**src/rtl/booth_product_accumulator_pkg.sv**
```systemverilog
// Shared definitions for the Booth product accumulator: FSM state enum,
// default widths and signed range helpers used by the clamp/fit logic.
// No ports. All widths handled by the helpers must be <= 64.
package booth_acc_pkg;

  localparam int unsigned PROD_W_DEF  = 32;
  localparam int unsigned ACC_W_DEF   = 40;
  localparam int unsigned OUT_W_DEF   = 32;
  localparam int unsigned COUNT_W_DEF = 8;

  // ACCUM: collecting terms; HOLD: result pending with no group open.
  typedef enum logic [0:0] {
    ACCUM = 1'b0,
    HOLD  = 1'b1
  } state_t;

  // Largest signed value representable in w bits.
  function automatic logic signed [63:0] smax(input int unsigned w);
    return (64'sd1 <<< (w - 1)) - 64'sd1;
  endfunction

  // Smallest signed value representable in w bits.
  function automatic logic signed [63:0] smin(input int unsigned w);
    return -(64'sd1 <<< (w - 1));
  endfunction

  // True when v lies inside the w-bit signed range.
  function automatic logic fits(input logic signed [63:0] v, input int unsigned w);
    return (v >= smin(w)) && (v <= smax(w));
  endfunction

endpackage

```
**src/rtl/booth_product_accumulator_if.sv**
```systemverilog
// Product-in / result-out handshake bundle of the Booth product accumulator.
// master: upstream producer + downstream consumer side (drives in_*, out_ready).
// slave : accumulator side (drives in_ready, out_*).
interface booth_product_accumulator_if
  import booth_acc_pkg::*;
#(
  parameter int unsigned PROD_W  = PROD_W_DEF,
  parameter int unsigned OUT_W   = OUT_W_DEF,
  parameter int unsigned COUNT_W = COUNT_W_DEF
);

  logic                      in_valid;
  logic                      in_ready;
  logic signed [PROD_W-1:0]  in_product;
  logic                      in_last;
  logic                      out_valid;
  logic                      out_ready;
  logic signed [OUT_W-1:0]   out_sum;
  logic [COUNT_W-1:0]        out_count;
  logic                      out_overflow;

  modport master (
    output in_valid, in_product, in_last, out_ready,
    input  in_ready, out_valid, out_sum, out_count, out_overflow
  );

  modport slave (
    input  in_valid, in_product, in_last, out_ready,
    output in_ready, out_valid, out_sum, out_count, out_overflow
  );

endinterface

```
**src/rtl/booth_product_accumulator_sat.sv**
```systemverilog
// booth_acc_sat: combinational signed width reduction IN_W -> OUT_W.
// Ports: din (IN_W signed), dout (OUT_W signed), fit (din within OUT_W range).
// With BOOTH_ACC_SAT_EN defined dout clamps to the OUT_W signed range,
// otherwise dout is the plain truncation of din.
module booth_acc_sat
  import booth_acc_pkg::*;
#(
  parameter int unsigned IN_W  = ACC_W_DEF,
  parameter int unsigned OUT_W = OUT_W_DEF
) (
  input  logic signed [IN_W-1:0]  din,
  output logic signed [OUT_W-1:0] dout,
  output logic                    fit
);

  logic signed [63:0] din_ext;

  // Range check on the sign-extended value, then clamp or truncate.
  always_comb begin
    din_ext = 64'(din);
    fit     = fits(din_ext, OUT_W);
`ifdef BOOTH_ACC_SAT_EN
    if (fit) begin
      dout = din[OUT_W-1:0];
    end else if (din[IN_W-1]) begin
      dout = OUT_W'(smin(OUT_W));
    end else begin
      dout = OUT_W'(smax(OUT_W));
    end
`else
    dout = din[OUT_W-1:0];
`endif
  end

endmodule

```
**src/rtl/booth_product_accumulator.sv**
```systemverilog
// booth_product_accumulator: sums groups of signed Booth products (delimited
// by in_last) into an ACC_W accumulator and emits one registered OUT_W result
// per group with term count and overflow flag.
// Ports: clk, rst (async, active-high), bus (slave modport: in_valid/in_ready/
// in_product/in_last, out_valid/out_ready/out_sum/out_count/out_overflow).
// Build option: BOOTH_ACC_SAT_EN selects saturating accumulate and output
// clamp instead of wrap/truncate. in_ready is combinational by design.
module booth_product_accumulator
  import booth_acc_pkg::*;
#(
  parameter int unsigned PROD_W  = PROD_W_DEF,
  parameter int unsigned ACC_W   = ACC_W_DEF,
  parameter int unsigned OUT_W   = OUT_W_DEF,
  parameter int unsigned COUNT_W = COUNT_W_DEF
) (
  input logic                         clk,
  input logic                         rst,
  booth_product_accumulator_if.slave  bus
);

  state_t                    state, state_next;
  logic signed [ACC_W-1:0]   acc, acc_next;
  logic [COUNT_W-1:0]        cnt, cnt_next;
  logic                      ovf, ovf_next;
  logic                      out_valid_q, out_valid_next;
  logic signed [OUT_W-1:0]   out_sum_q, out_sum_next;
  logic [COUNT_W-1:0]        out_count_q, out_count_next;
  logic                      out_overflow_q, out_overflow_next;

  logic                      beat;
  logic                      take;
  logic signed [ACC_W-1:0]   prod_ext;
  logic signed [ACC_W-1:0]   grp_sum;
  logic [COUNT_W-1:0]        grp_cnt;
  logic                      add_ovf;
  logic signed [OUT_W-1:0]   res_sum;
  logic                      res_fit;

  assign bus.in_ready     = !out_valid_q || bus.out_ready;
  assign bus.out_valid    = out_valid_q;
  assign bus.out_sum      = out_sum_q;
  assign bus.out_count    = out_count_q;
  assign bus.out_overflow = out_overflow_q;

  assign beat     = bus.in_valid && bus.in_ready;
  assign take     = out_valid_q && bus.out_ready;
  assign prod_ext = ACC_W'(bus.in_product);
  assign grp_cnt  = (&cnt) ? cnt : cnt + COUNT_W'(1);

`ifdef BOOTH_ACC_SAT_EN
  // One guard bit makes the true sum exact; the clamp's fit flag is the overflow.
  logic signed [ACC_W:0] sum_wide;
  logic                  acc_fit;

  assign sum_wide = (ACC_W + 1)'(acc) + (ACC_W + 1)'(prod_ext);
  assign add_ovf  = !acc_fit;

  booth_acc_sat #(
    .IN_W  (ACC_W + 1),
    .OUT_W (ACC_W)
  ) u_acc_sat (
    .din  (sum_wide),
    .dout (grp_sum),
    .fit  (acc_fit)
  );
`else
  // Wrapping add; overflow when operand signs agree and the result sign differs.
  assign grp_sum = acc + prod_ext;
  assign add_ovf = (acc[ACC_W-1] == prod_ext[ACC_W-1]) &&
                   (grp_sum[ACC_W-1] != acc[ACC_W-1]);
`endif

  booth_acc_sat #(
    .IN_W  (ACC_W),
    .OUT_W (OUT_W)
  ) u_out_sat (
    .din  (grp_sum),
    .dout (res_sum),
    .fit  (res_fit)
  );

  // State and datapath registers.
  always_ff @(posedge clk or posedge rst) begin
    if (rst) begin
      state          <= ACCUM;
      acc            <= '0;
      cnt            <= '0;
      ovf            <= 1'b0;
      out_valid_q    <= 1'b0;
      out_sum_q      <= '0;
      out_count_q    <= '0;
      out_overflow_q <= 1'b0;
    end else begin
      state          <= state_next;
      acc            <= acc_next;
      cnt            <= cnt_next;
      ovf            <= ovf_next;
      out_valid_q    <= out_valid_next;
      out_sum_q      <= out_sum_next;
      out_count_q    <= out_count_next;
      out_overflow_q <= out_overflow_next;
    end
  end

  // Next-state, accumulate and result-load logic.
  always_comb begin
    state_next        = state;
    acc_next          = acc;
    cnt_next          = cnt;
    ovf_next          = ovf;
    out_valid_next    = out_valid_q;
    out_sum_next      = out_sum_q;
    out_count_next    = out_count_q;
    out_overflow_next = out_overflow_q;

    if (take) begin
      out_valid_next = 1'b0;
    end

    if (beat) begin
      if (bus.in_last) begin
        // Close the group: publish the result and reopen an empty accumulator.
        out_valid_next    = 1'b1;
        out_sum_next      = res_sum;
        out_count_next    = grp_cnt;
        out_overflow_next = ovf || add_ovf || !res_fit;
        acc_next          = '0;
        cnt_next          = '0;
        ovf_next          = 1'b0;
      end else begin
        acc_next = grp_sum;
        cnt_next = grp_cnt;
        ovf_next = ovf || add_ovf;
      end
    end

    case (state)
      ACCUM: begin
        if (beat && bus.in_last) begin
          state_next = HOLD;
        end
      end
      HOLD: begin
        if (beat && !bus.in_last) begin
          state_next = ACCUM;
        end else if (take && !beat) begin
          state_next = ACCUM;
        end
      end
      default: state_next = ACCUM;
    endcase
  end

endmodule

```
**src/flat_wrapper.sv**
```systemverilog
// flat-port wrapper written by rule: the top's interface ports become plain ports
module booth_product_accumulator_flat import booth_acc_pkg::*;
#(
  parameter int unsigned PROD_W  = PROD_W_DEF,
  parameter int unsigned ACC_W   = ACC_W_DEF,
  parameter int unsigned OUT_W   = OUT_W_DEF,
  parameter int unsigned COUNT_W = COUNT_W_DEF
)
  (clk, rst, bus_in_valid, bus_in_product, bus_in_last, bus_out_ready, bus_in_ready, bus_out_valid, bus_out_sum, bus_out_count, bus_out_overflow);
  booth_product_accumulator_if #(.PROD_W(PROD_W), .OUT_W(OUT_W), .COUNT_W(COUNT_W)) bus_i ();
  input logic clk;
  input logic rst;
  input wire logic [$bits(bus_i.in_valid)-1:0] bus_in_valid;
  input wire logic [$bits(bus_i.in_product)-1:0] bus_in_product;
  input wire logic [$bits(bus_i.in_last)-1:0] bus_in_last;
  input wire logic [$bits(bus_i.out_ready)-1:0] bus_out_ready;
  output wire logic [$bits(bus_i.in_ready)-1:0] bus_in_ready;
  output wire logic [$bits(bus_i.out_valid)-1:0] bus_out_valid;
  output wire logic [$bits(bus_i.out_sum)-1:0] bus_out_sum;
  output wire logic [$bits(bus_i.out_count)-1:0] bus_out_count;
  output wire logic [$bits(bus_i.out_overflow)-1:0] bus_out_overflow;
  assign bus_i.in_valid = bus_in_valid;
  assign bus_i.in_product = bus_in_product;
  assign bus_i.in_last = bus_in_last;
  assign bus_i.out_ready = bus_out_ready;
  assign bus_in_ready = bus_i.in_ready;
  assign bus_out_valid = bus_i.out_valid;
  assign bus_out_sum = bus_i.out_sum;
  assign bus_out_count = bus_i.out_count;
  assign bus_out_overflow = bus_i.out_overflow;
  booth_product_accumulator #(.PROD_W(PROD_W), .ACC_W(ACC_W), .OUT_W(OUT_W), .COUNT_W(COUNT_W)) u_core (.clk(clk), .rst(rst), .bus(bus_i));
endmodule
```
**config.mk**
```make
export PLATFORM = sky130hd
export DESIGN_NAME = booth_product_accumulator_flat
export DESIGN_NICKNAME = d
export VERILOG_FILES = /design/src/rtl/booth_product_accumulator_pkg.sv /design/src/rtl/booth_product_accumulator_if.sv /design/src/rtl/booth_product_accumulator_sat.sv /design/src/rtl/booth_product_accumulator.sv /design/src/flat_wrapper.sv
export SDC_FILE = /design/constraint.sdc
export NUM_CORES = 1
export LEC_CHECK = 0
export BUFFER_PORTS_ARGS = -buffer_cell sky130_fd_sc_hd__buf_2
export CORE_UTILIZATION = 40
export CTS_CLUSTER_SIZE = 10
export DETAILED_ROUTE_END_ITERATION = 16
export PLACE_DENSITY = 0.57
export SLEW_MARGIN = 20
export SYNTH_ARGS = -nofsm -noshare
export SYNTH_HDL_FRONTEND = slang
export SYNTH_HIERARCHICAL = 1
export SYNTH_SLANG_ARGS = --single-unit
```
**constraint.sdc**
```tcl
create_clock -name clk -period 8.8 [get_ports clk]
set_input_delay 1.76 -clock clk [delete_from_list [all_inputs] [get_ports clk]]
set_output_delay 1.76 -clock clk [all_outputs]
set_load 0.01 [all_outputs]
```
==> results.ini <==
[finish]
nets = 724
fin_cells = 835
final_area_mm2 = 0.00659
drive_gt1_share_pct = 23.3
utilization_pct = 45.4
area_growth_syn_to_layout_pct = 10.2
antenna_cells = 0

[hold_path]
min_path_type = flop to flop

[route]
initialDrtViolationCount = 219
highest_layer = met4
drcViolationCount = 0
met1_length_um = 6620
routedWlPerCell_um = 16.0
wirelength_um = 13300
vias = 4610
route.met3.wl_um = 476
ant_nets = 0
drt-vias-per-instance = 5.52
wl_met2_um = 6080
drt_first_pass_iters = 4

[clock_network]
clkTransAtPathRegs_ns = 0.07
max-clock-path-buffers = 2
clk_root_buffer_cell = clkbuf_16
htree_levels = 3
cts_buffers = 9
cts_tree = built
cts.repair.resized = 0
post_cts_buffers = 0
clkLatencyLatePin_ns = 0.36
hold_buffers = 0
clock_sinks = 91

[setup_path]
max_stage_delay_ns = 0.44
r2r_end = u_core/bus.out_overflow$_DFFE_PP0P_
required_ns = 9.03
r2r_cells = 16
crit_path_start = bus_in_product[0]
crit_chain = buf_2, ha_1, inv_1, fa_1, inv_1, a21o_1, a41oi_2, o311ai_4, a31o_4, a21boi_2, o31ai_2, xor2_1, nand4_1, o31ai_1, inv_1, nor4_1, nor2_1
r2r_setup_slack_ns = 5.03
arrival_ns = 5.12
r2r_start = u_core/acc[0]$_DFFE_PP0P_
critPathSlowestCell = o311ai_4
crit_path_frequent_cell = inv_1
endpoint = u_core/bus.out_overflow$_DFFE_PP0P_
critPathCaptureType = flop
critPathKind = input pin to flop
start_kind = input pin
cp_max_fo = 5

[power]
power_frac_comb_pct = 54.5
power.internal_mw = 1.33
cellLeakagePower_nw = 3.09
p_seq_share_pct = 29.1
power.density_mw_per_mm2 = 350
p_sw_uw = 973
total_power_mw = 2.31
pwr-share-clk_pct = 16.4
p_sw_share_pct = 42.2
ir_drop_v = 0.000139

[timing]
drv_slew = 0
hold_viol_final = 0
max_slew_margin_pct = 47.5
tightest_slew_ns = 0.788
layout_min_cycle_time_ns = 4.88
setup_tns_ns = 0
rsz0062_at_grt = no
fin_skew_ns = 0.00833
setup_violations = 0
finalCritPeriodShare_pct = 55.5
fmax_mhz = 205

[synthesis]
synth_flop_cell = dfrtp_1
avgSynthCellArea_um2 = 9.80
ys_seq_elements = 91
synth_nets = 688
ys_seq_area_share_pct = 38.1
syn-cell-area_mm2 = 0.00598
synth-edff-count = 0
synthCells = 610
ys_async_sr_fraction_pct = 100
synth_cell_types = 64
yosys_warnings = 6

[global_routing]
grt_max_degree = 51
overflow = 0
antenna_found_initial = 0
grt_pass1_wl_um = 23300
track_usage_pct = 18.5
grt_pass1_vias = 4708

[die]
dieArea_mm2 = 0.0154
coreArea_mm2 = 0.0145
ioPinCount = 80
die_w_um = 124
start_util_pct = 41.2
die_y_um = 124
rows = 44

[status]
outcome = finished clean

[place]
placed_area_mm2 = 0.00630
place_inst = 819
dpl.hpwl_um = 9660
place_congestion = 0.869
numPortBuffers = 79

[job]
max-cap-violations = 0

synthesized netlist by cell type, drive strengths merged, types with 5 or more instances:
cell type | n | area [um^2]
nor2 | 25 | 101
inv | 16 | 60.1
nand2 | 48 | 183
a211oi | 5 | 37.5
xnor2 | 27 | 236
ha | 40 | 500
nand3 | 17 | 85.1
clkbuf | 20 | 75.1
xor2 | 15 | 131
a31oi | 8 | 62.6
a22o | 37 | 324
o21bai | 8 | 60.1
o31ai | 6 | 68.8
dfrtp | 91 | 2280
a21oi | 44 | 224
o211ai | 6 | 50.1
o21a | 6 | 45.0
mux2 | 32 | 360
nand2b | 5 | 31.3
nand4 | 11 | 68.8
and2 | 5 | 33.8
buf | 37 | 260
a21o | 16 | 120
o21ai | 42 | 214
kinds of logic after synthesis:
logic type / after synthesis / share of synthesized area (%)
compound gates: 195 / 23.2
flops: 91 / 38.1
buf+inv: 73 / 6.61
xor+xnor: 42 / 6.15
fa+ha+maj: 41 / 8.70
mux: 34 / 6.36
simple gates: 134 / 10.9
area by class of cell:
cell class                 instances  area (um^2)
clock buffer                       9          225
clock inverter                     7         61.3
fill                            1435         7940
inverter                          16         61.3
multi-input combinational        446         3320
sequential                        91         2280
tap                              184          230
timing repair buffer              82          418
critical path: cells and delay by family:
| family | cells | cell delay, ns |
|---|---|---|
| AND/OR/NAND/NOR | 3 | 0.47 |
| AO/OA/AOI/OAI | 7 | 1.68 |
| buffers and inverters | 4 | 0.29 |
| XOR/XNOR | 1 | 0.30 |
| adder cells (fa/ha/maj) | 2 | 0.60 |
flip-flops by register name, summed over array words and instances (netlist names):
name	flops
u_core/cnt	8
u_core/bus.out_overflow	1
u_core/ovf	1
u_core/bus.out_count	8
u_core/bus.out_sum	32
u_core/acc	40
u_core/bus.out_valid	1
worst min-delay path by stage:
stage,startpoint,endpoint,depth (start not counted)
after floorplan,u_core/acc[0]$_DFFE_PP0P_,u_core/acc[0]$_DFFE_PP0P_,2
after global placement,u_core/bus.out_count[7]$_DFFE_PP0P_,u_core/bus.out_count[7]$_DFFE_PP0P_,2
after detailed placement,u_core/bus.out_count[3]$_DFFE_PP0P_,u_core/bus.out_count[3]$_DFFE_PP0P_,2
after CTS,u_core/bus.out_count[3]$_DFFE_PP0P_,u_core/bus.out_count[3]$_DFFE_PP0P_,2
after global routing,u_core/bus.out_count[4]$_DFFE_PP0P_,u_core/bus.out_count[4]$_DFFE_PP0P_,2
final,u_core/bus.out_count[3]$_DFFE_PP0P_,u_core/bus.out_count[3]$_DFFE_PP0P_,2
stage by stage:
stage / setup slack, ns / hold slack [ns]
after CTS: 3.91 / 0.483
after global routing: 3.63 / 0.517
after detailed placement: 3.57 / 0.466
after global placement: 3.69 / 0.457
after floorplan: 4.13 / 0.443
final: 3.92 / 0.474
layer usage:
metal / vias up / GRT usage (%)
met5: - / 0
met4: 0 / 5.53
met1: 2250 / 25.4
met3: 12 / 3.78
met2: 75 / 29.2
li1: 2273 / -
cell usage in the layout (no fill, tap or decap), types with 3 or more instances in the layout:
cell type	Yosys	routed
a31oi_1	6	6
xor2_1	15	15
o21ai_1	4	4
o21bai_1	8	8
nor2_1	24	23
a21o_1	16	16
ha_1	40	40
o21ai_0	37	37
nand2b_1	5	5
nand3_1	17	17
and3_1	3	3
o211ai_1	5	5
dfrtp_1	91	91
xnor2_1	27	27
a21oi_1	43	43
mux2_2	32	32
a22o_1	37	37
buf_4	32	3
nand4_1	11	11
buf_2	1	79
and2_1	4	4
nand2_1	47	46
nor4_1	3	3
nor3_1	4	4
a211oi_1	5	5
clkbuf_16	0	9
nor2b_1	4	4
inv_1	16	15
o21a_1	6	6
o31ai_1	3	3
power by group through the flow:
stage               logic (mW)  registers [mW]  clock network, mW
detailed placement        1.25           0.679                  0
CTS                       1.26           0.673              0.393
global placement          1.24           0.673                  0
floorplan                 1.10           0.704                  0
global route              1.40           0.695              0.407
finish                    1.26           0.671              0.378
Power figures use the tool's default switching activity.
